===== config.mk =====
export PLATFORM = sky130hd
export DESIGN_NAME = debug_unit_param
export DESIGN_NICKNAME = d
export VERILOG_FILES = /design/src/rtl/debug_pkg.sv /design/src/rtl/debug_tx_serializer.sv /design/src/rtl/debug_unit_param.sv
export SDC_FILE = /design/constraint.sdc
export NUM_CORES = 1
export LEC_CHECK = 0
export CAP_MARGIN = 40
export CORE_ASPECT_RATIO = 0.5
export CORE_UTILIZATION = 31
export CTS_BUF_LIST = sky130_fd_sc_hd__clkbuf_16
export DETAILED_ROUTE_END_ITERATION = 6
export PLACE_DENSITY = 0.55
export SYNTH_ARGS = -nofsm -noshare
export SYNTH_HDL_FRONTEND = slang
export SYNTH_SLANG_ARGS = --single-unit
export TNS_END_PERCENT = 1

===== constraint.sdc =====
create_clock -name i_clock -period 2.9 [get_ports i_clock]
set_input_delay 0.58 -clock i_clock [delete_from_list [all_inputs] [get_ports i_clock]]
set_output_delay 0.58 -clock i_clock [all_outputs]
set_load 0.02 [all_outputs]

===== src/rtl/debug_pkg.sv =====
// debug_pkg: shared command codes and state encodings for the UART debug unit.
// The FSM state is one-hot so the state register itself can be exported as
// o_state without any decoding logic.
package debug_pkg;

   localparam int NB_CMD   = 8;
   localparam int NB_STATE = 11;

   // Command bytes accepted from the host while the unit is idle.
   localparam logic [NB_CMD-1:0] CMD_LOAD_IM   = 8'h01;
   localparam logic [NB_CMD-1:0] CMD_RUN       = 8'h02;
   localparam logic [NB_CMD-1:0] CMD_STEP_MODE = 8'h03;
   localparam logic [NB_CMD-1:0] CMD_DUMP_REG  = 8'h04;
   localparam logic [NB_CMD-1:0] CMD_DUMP_MEM  = 8'h05;
   localparam logic [NB_CMD-1:0] CMD_DUMP_PC   = 8'h06;
   localparam logic [NB_CMD-1:0] CMD_NSTEP     = 8'h07;

   // Sub-commands that are only meaningful inside step mode.
   localparam logic [NB_CMD-1:0] CMD_STEP      = 8'h08;
   localparam logic [NB_CMD-1:0] CMD_STEP_EXIT = 8'h0A;

   // One-hot controller states; bit position follows declaration order.
   typedef enum logic [NB_STATE-1:0] {
      ST_IDLE      = 11'b000_0000_0001,
      ST_IM_LOAD   = 11'b000_0000_0010,
      ST_RUN       = 11'b000_0000_0100,
      ST_STEP_WAIT = 11'b000_0000_1000,
      ST_STEP_EXEC = 11'b000_0001_0000,
      ST_NSTEP_ARG = 11'b000_0010_0000,
      ST_NSTEP_RUN = 11'b000_0100_0000,
      ST_DUMP_ADDR = 11'b000_1000_0000,
      ST_DUMP_LOAD = 11'b001_0000_0000,
      ST_DUMP_SEND = 11'b010_0000_0000,
      ST_DUMP_WAIT = 11'b100_0000_0000
   } state_t;

   // Which source a dump sequence is streaming out.
   typedef enum logic [1:0] {
      SRC_REG = 2'd0,
      SRC_MEM = 2'd1,
      SRC_PC  = 2'd2
   } dump_src_t;

endpackage


===== src/rtl/debug_tx_serializer.sv =====
// debug_tx_serializer: splits a captured CPU word into UART bytes, MSB first,
// and runs the start/done handshake with the transmitter. The controller only
// tells it when to load (DUMP_LOAD) and when it is waiting for a byte to finish
// (DUMP_WAIT); this block reports whether the finished byte was the word's last.
module debug_tx_serializer #(
   parameter int NB_DATA = 32,
   parameter int NB_BYTE = 8
) (
   input  logic               clk,
   input  logic               rst_n,
   input  logic               load,
   input  logic               waiting,
   input  logic [NB_DATA-1:0] word,
   input  logic               tx_done_tick,
   output logic               tx_start,
   output logic [NB_BYTE-1:0] tx_data,
   output logic               byte_next,
   output logic               word_done
);

   localparam int BYTES = NB_DATA / NB_BYTE;
   localparam int IDX_W = (BYTES > 1) ? $clog2(BYTES) : 1;

   logic [NB_DATA-1:0] shreg;
   logic [IDX_W-1:0]   byte_idx;
   logic               last_byte;
   logic               accept;

   // A done tick only counts while the controller is actually waiting on one.
   assign last_byte = (byte_idx == IDX_W'(BYTES - 1));
   assign accept    = waiting & tx_done_tick;
   assign byte_next = accept & ~last_byte;
   assign word_done = accept & last_byte;

   // The byte on the line is always the top of the shift register, so it stays
   // put from the start pulse until the transmitter reports completion.
   assign tx_data = shreg[NB_DATA-1 -: NB_BYTE];

   // Capture the word, shift after each completed byte, pulse start for the next one.
   always_ff @(posedge clk or negedge rst_n) begin
      if (!rst_n) begin
         shreg    <= '0;
         byte_idx <= '0;
         tx_start <= 1'b0;
      end else begin
         tx_start <= load | byte_next;
         if (load) begin
            shreg    <= word;
            byte_idx <= '0;
         end else if (byte_next) begin
            shreg    <= shreg << NB_BYTE;
            byte_idx <= byte_idx + IDX_W'(1);
         end
      end
   end

endmodule


===== src/rtl/debug_unit_param.sv =====
// debug_unit_param: UART-side debug controller for the pipelined MIPS core.
// Decodes host command bytes, loads instruction memory word by word, gates the
// CPU clock-enable (free run, single step, N steps) and streams the PC, the
// register bank or data memory back out through the transmitter.
module debug_unit_param
   import debug_pkg::*;
#(
   parameter int NB_DATA     = 32,
   parameter int NB_BYTE     = 8,
   parameter int IM_DEPTH    = 64,
   parameter int NB_REG_ADDR = 5,
   parameter int DM_DEPTH    = 32,
   parameter int NB_ST       = 11
) (
   input  logic                        i_clock,
   input  logic                        i_reset,
   input  logic [NB_BYTE-1:0]          i_rx_data,
   input  logic                        i_rx_done_tick,
   input  logic                        i_tx_done_tick,
   input  logic                        i_halt,
   input  logic [NB_DATA-1:0]          i_pc,
   input  logic [NB_DATA-1:0]          i_reg_data,
   input  logic [NB_DATA-1:0]          i_mem_data,
   output logic                        o_tx_start,
   output logic [NB_BYTE-1:0]          o_tx_data,
   output logic                        o_im_wr_en,
   output logic [$clog2(IM_DEPTH)-1:0] o_im_addr,
   output logic [NB_DATA-1:0]          o_im_data,
   output logic [NB_REG_ADDR-1:0]      o_reg_addr,
   output logic [$clog2(DM_DEPTH)-1:0] o_mem_addr,
   output logic                        o_cpu_enable,
   output logic [NB_ST-1:0]            o_state
);

   localparam int IM_AW = $clog2(IM_DEPTH);
   localparam int DM_AW = $clog2(DM_DEPTH);
   localparam int BYTES = NB_DATA / NB_BYTE;
   localparam int BC_W  = (BYTES > 1) ? $clog2(BYTES) : 1;

   state_t             state;
   dump_src_t          dump_src;
   logic [BC_W-1:0]    byte_cnt;
   logic [NB_DATA-1:0] im_acc;
   logic [NB_BYTE-1:0] nstep_cnt;

   logic               im_word_last;
   logic               im_byte_last;
   logic [NB_DATA-1:0] im_word_next;
   logic               dump_word_last;
   logic [NB_DATA-1:0] dump_word;
   logic               ser_byte_next;
   logic               ser_word_done;

   assign o_state = NB_ST'(state);

   // Instruction word assembly: bytes arrive MSB first and shift in from the right.
   assign im_word_last = (o_im_addr == IM_AW'(IM_DEPTH - 1));
   assign im_byte_last = (byte_cnt == BC_W'(BYTES - 1));
   assign im_word_next = (im_acc << NB_BYTE) | NB_DATA'(i_rx_data);

   // Select the word being dumped and whether it is the final one of the sequence.
   always_comb begin
      dump_word      = i_pc;
      dump_word_last = 1'b1;
      case (dump_src)
         SRC_REG: begin
            dump_word      = i_reg_data;
            dump_word_last = (o_reg_addr == '1);
         end
         SRC_MEM: begin
            dump_word      = i_mem_data;
            dump_word_last = (o_mem_addr == DM_AW'(DM_DEPTH - 1));
         end
         default: begin
            dump_word      = i_pc;
            dump_word_last = 1'b1;
         end
      endcase
   end

   debug_tx_serializer #(
      .NB_DATA (NB_DATA),
      .NB_BYTE (NB_BYTE)
   ) u_serializer (
      .clk          (i_clock),
      .rst_n        (i_reset),
      .load         (state == ST_DUMP_LOAD),
      .waiting      (state == ST_DUMP_WAIT),
      .word         (dump_word),
      .tx_done_tick (i_tx_done_tick),
      .tx_start     (o_tx_start),
      .tx_data      (o_tx_data),
      .byte_next    (ser_byte_next),
      .word_done    (ser_word_done)
   );

   // Main controller: command decode, IM loading, CPU gating and dump sequencing.
   always_ff @(posedge i_clock or negedge i_reset) begin
      if (!i_reset) begin
         state        <= ST_IDLE;
         dump_src     <= SRC_REG;
         byte_cnt     <= '0;
         im_acc       <= '0;
         nstep_cnt    <= '0;
         o_im_wr_en   <= 1'b0;
         o_im_addr    <= '0;
         o_im_data    <= '0;
         o_reg_addr   <= '0;
         o_mem_addr   <= '0;
         o_cpu_enable <= 1'b0;
      end else begin
         o_im_wr_en <= 1'b0;
         case (state)
            ST_IDLE: begin
               if (i_rx_done_tick) begin
                  case (i_rx_data)
                     NB_BYTE'(CMD_LOAD_IM): begin
                        state     <= ST_IM_LOAD;
                        o_im_addr <= '0;
                        byte_cnt  <= '0;
                        im_acc    <= '0;
                     end
                     NB_BYTE'(CMD_RUN): begin
                        state        <= ST_RUN;
                        o_cpu_enable <= 1'b1;
                     end
                     NB_BYTE'(CMD_STEP_MODE): begin
                        state <= ST_STEP_WAIT;
                     end
                     NB_BYTE'(CMD_DUMP_REG): begin
                        state      <= ST_DUMP_ADDR;
                        dump_src   <= SRC_REG;
                        o_reg_addr <= '0;
                     end
                     NB_BYTE'(CMD_DUMP_MEM): begin
                        state      <= ST_DUMP_ADDR;
                        dump_src   <= SRC_MEM;
                        o_mem_addr <= '0;
                     end
                     NB_BYTE'(CMD_DUMP_PC): begin
                        state    <= ST_DUMP_ADDR;
                        dump_src <= SRC_PC;
                     end
                     NB_BYTE'(CMD_NSTEP): begin
                        state <= ST_NSTEP_ARG;
                     end
                     default: begin
                        state <= ST_IDLE;
                     end
                  endcase
               end
            end

            ST_IM_LOAD: begin
               if (o_im_wr_en && im_word_last) begin
                  state <= ST_IDLE;
               end else begin
                  if (o_im_wr_en) begin
                     o_im_addr <= o_im_addr + IM_AW'(1);
                  end
                  if (i_rx_done_tick) begin
                     if (im_byte_last) begin
                        o_im_data  <= im_word_next;
                        o_im_wr_en <= 1'b1;
                        byte_cnt   <= '0;
                     end else begin
                        im_acc   <= im_word_next;
                        byte_cnt <= byte_cnt + BC_W'(1);
                     end
                  end
               end
            end

            ST_RUN: begin
               if (i_halt) begin
                  state        <= ST_IDLE;
                  o_cpu_enable <= 1'b0;
               end
            end

            ST_STEP_WAIT: begin
               if (i_halt) begin
                  state <= ST_IDLE;
               end else if (i_rx_done_tick) begin
                  if (i_rx_data == NB_BYTE'(CMD_STEP)) begin
                     state        <= ST_STEP_EXEC;
                     o_cpu_enable <= 1'b1;
                  end else if (i_rx_data == NB_BYTE'(CMD_STEP_EXIT)) begin
                     state <= ST_IDLE;
                  end
               end
            end

            ST_STEP_EXEC: begin
               state        <= ST_STEP_WAIT;
               o_cpu_enable <= 1'b0;
            end

            ST_NSTEP_ARG: begin
               if (i_rx_done_tick) begin
                  if (i_rx_data == '0) begin
                     state <= ST_IDLE;
                  end else begin
                     state        <= ST_NSTEP_RUN;
                     o_cpu_enable <= 1'b1;
                     nstep_cnt    <= i_rx_data - NB_BYTE'(1);
                  end
               end
            end

            ST_NSTEP_RUN: begin
               if (i_halt || nstep_cnt == '0) begin
                  state        <= ST_IDLE;
                  o_cpu_enable <= 1'b0;
               end else begin
                  nstep_cnt <= nstep_cnt - NB_BYTE'(1);
               end
            end

            ST_DUMP_ADDR: begin
               state <= ST_DUMP_LOAD;
            end

            ST_DUMP_LOAD: begin
               state <= ST_DUMP_SEND;
            end

            ST_DUMP_SEND: begin
               state <= ST_DUMP_WAIT;
            end

            ST_DUMP_WAIT: begin
               if (ser_byte_next) begin
                  state <= ST_DUMP_SEND;
               end else if (ser_word_done) begin
                  if (dump_word_last) begin
                     state <= ST_IDLE;
                  end else begin
                     state <= ST_DUMP_ADDR;
                     if (dump_src == SRC_REG) begin
                        o_reg_addr <= o_reg_addr + NB_REG_ADDR'(1);
                     end else if (dump_src == SRC_MEM) begin
                        o_mem_addr <= o_mem_addr + DM_AW'(1);
                     end
                  end
               end
            end

            default: begin
               state        <= ST_IDLE;
               o_cpu_enable <= 1'b0;
            end
         endcase
      end
   end

endmodule

==> results.md <==
* CTS tree: yes
* Top-count cell post-synth: dfrtp_1
* Psw at 0.00129 W
* Ys Warns at 0
* GRT Util Overall at 0.167
* Post-synthesis mux area share at 0.149
* Unrepaired setup endpoints after global routing: no
* Sequential area share after synthesis at 0.467
* Sequential share of power at 0.393
* Layout cells sized above 1 at 0.135
* Die Ht at 109 um
* Worst skew pair latency at 420 ps
* Critical path type: primary input to flop
* Max Cap Violations at 0
* CTS root buf: clkbuf_16
* Top post-synthesis cells by area: dfrtp_1, mux2i_1, mux2_4
* Gate Count Post-Synth at 693
* Initial DRC count at 336
* Dpl ws at -153 ps
* Nets@finish at 1,000
* Leak Pwr at 4.37 nW
* Status: complete, no violations
* VDD IR-drop max at 0.396 mV
* Clock group share of total power at 0.463
* # rows at 38
* Adder-Cell Fraction of Synth Area at 0.0212
* Final clock skew at 11.1 ps
* Hold Slack at 117 ps
* Residual DRC at 0
* Number of gates resized after cts at 0
* Top cell types by occurrence after synthesis: dfrtp_1, nand2_1, nor2_1
* Slew HR at 0.543
* Final instance area at 9960 um^2
* Port Buffers at 178
* Max Root-Sink Buffers at 2
* Final-report setup violation count at 0
* Antenna Cells at 0
* Syn_nets at 814
* Via count at 5,841
* Ys async rst share at 1.00
* Tmin final at 2610 ps
* Final worst setup slack at 289 ps
* Largest net degree at the start of global routing at 69
* Compound-gate portion of the synthesized area at 0.144
* Cell Area, Synth at 7080 um^2
* Clock sinks at 132
* Simple-gate share of the synthesized area at 0.162
* Detailed Routing Iterations Pass 1 at 5
* GR Overflow Total at 0
* RR Startpoint: o_state[1]
* Post-synth top area cell: dfrtp_1
* Int Pwr at 0.00372 W
* CP Data Required Time at 3250 ps
* Setup Buffers After CTS at 0
* Critical Path Source: i_rx_data[5]
* Xor/xnor share of the synthesized area at 0.0136
* Sw frac at 0.257
* Initial Util at 0.322
* Initial antenna violation count at 0
* Fin crit share at 0.900
* Die width at 216 um
* Core ar. at 22,000 um^2
* Final hold vios at 0
* EDFF count, synth at 0
* Crit Path Max Fanout at 4
* WL per Instance at 15.9 um
* Startpoint Class: primary input
* P&R area growth vs syn at 40.7%
* Post-DP Area at 9340 um^2
* Hold-fix buffers at CTS at 0
* Synth Register Bits at 132
* Share of the synthesized area in the top cell type at 0.463
* Main synth FF type: dfrtp_1
* Logic pwr share at 0.143
* Total chip power at 0.00500 W
* Largest family of logic cells by synthesized area: simple AND/OR/NAND/NOR gates
* Num CTS Buffers at 17
* Io pins at 179
* Distinct cells, synth at 66
* Fmax achieved at 383 MHz
* Critical Path End Type: flop
* Tightest Pin Transition at 680 ps
* RePlAce Congestion at 0.852
* Total wire length at 18,900 um
* H-tree Lvls at 4
* Final slew viol count at 0
* Clock Pin Slew Worst Setup and Hold Paths at 60 ps
* Synthesized area per cell at 10.2 um^2
* Number of global-route vias before repair at 5,713
* Post-DRT Antenna Nets at 0
* Die area at 23,500 um^2
* Critical path data arrival time at 2960 ps
* Pwr dens at 502 nW/um^2
* Worst hold path class: primary input to asynchronous set/reset pin
* First-pass GRT wire length at 30,500 um
* Post-DP HPWL at 13,900 um
* Via-per-instance ratio at 4.90
worst max-delay path, stage by stage:
cell             delay (ps)
clkdlybuf4s50_1         460
nor4_1                  570
buf_4                   240
nand3_1                 110
nor3_1                  270
o21ai_1                 150
or4_1                   490
nand3_1                 100
cell usage in the layout, fill, tap and decap left out, types with 6 or more instances in the layout:
master	n
mux2_2	6
nor3_1	13
inv_1	12
nor4_1	10
mux2_4	23
clkbuf_16	17
xnor2_1	7
ha_1	12
nor2b_1	6
clkdlybuf4s50_1	177
o21ai_0	51
a21oi_1	40
nand4_1	6
dfrtp_1	129
nand2_1	62
a22o_1	13
mux2i_1	60
a211oi_1	24
buf_4	34
nor2_1	61
nand3_1	25
final timing paths:
path,to,slack [ps],cells after the start
min in group i_clock,o_im_data[8],490,1
max in group asynchronous,o_im_data[14],2140,2
worst max-delay path,o_reg_addr[4],290,8
worst min register to register,o_im_data[8],490,1
worst max register to register,o_state[0],460,6
worst min-delay path,u_serializer.shreg[7],120,1
through the flow:
step	util	setup TNS, ps	std cells
final	0.453	0	1192
after CTS	0.453	0	1192
after global placement	0.424	-1840	1160
after floorplan	-	0	693
after global routing	0.453	0	1192
after detailed placement	0.424	-805	1160
power groups by stage:
stage	sequential, W	combinational, W	clock, W
floorplan	0.00201	0.000341	0
global placement	0.00200	0.000718	0
detailed placement	0.00200	0.000723	0
CTS	0.00197	0.000725	0.00237
global route	0.00198	0.000789	0.00245
finish	0.00197	0.000717	0.00232
layout make-up:
| cell class | count | area, um^2 |
|---|---|---|
| clock inverter | 15 | 203 |
| clock buffer | 17 | 425 |
| timing repair buffer | 217 | 2140 |
| inverter | 11 | 41.3 |
| fill | 2120 | 12100 |
| tap | 300 | 375 |
| sequential | 132 | 3310 |
| multi-input combinational | 500 | 3470 |
state kept, by name, summed over array words and instances, names as in the netlist, 5 cells and up:
signal and cells:
o_state 11, nstep_cnt 8, im_acc 24, o_im_addr 6
u_serializer.shreg 32, o_reg_addr 5, o_mem_addr 5, o_im_data 32
per-layer routing:
layer  part of all wire  up-vias  global-route usage
li1                   -     2903                   -
met1               0.48     2758               0.227
met2               0.45      172               0.261
met3              0.060        8              0.0480
met4             0.0059        0              0.0451
met5                  0        -                   0
kinds of logic after synthesis:
| group | Yosys count |
|---|---|
| mux | 93 |
| xor+xnor | 11 |
| simple gates | 223 |
| compound gates | 161 |
| fa+ha+maj | 12 |
| buf+inv | 61 |
| flops | 132 |
(Power assumes the default switching activity.)
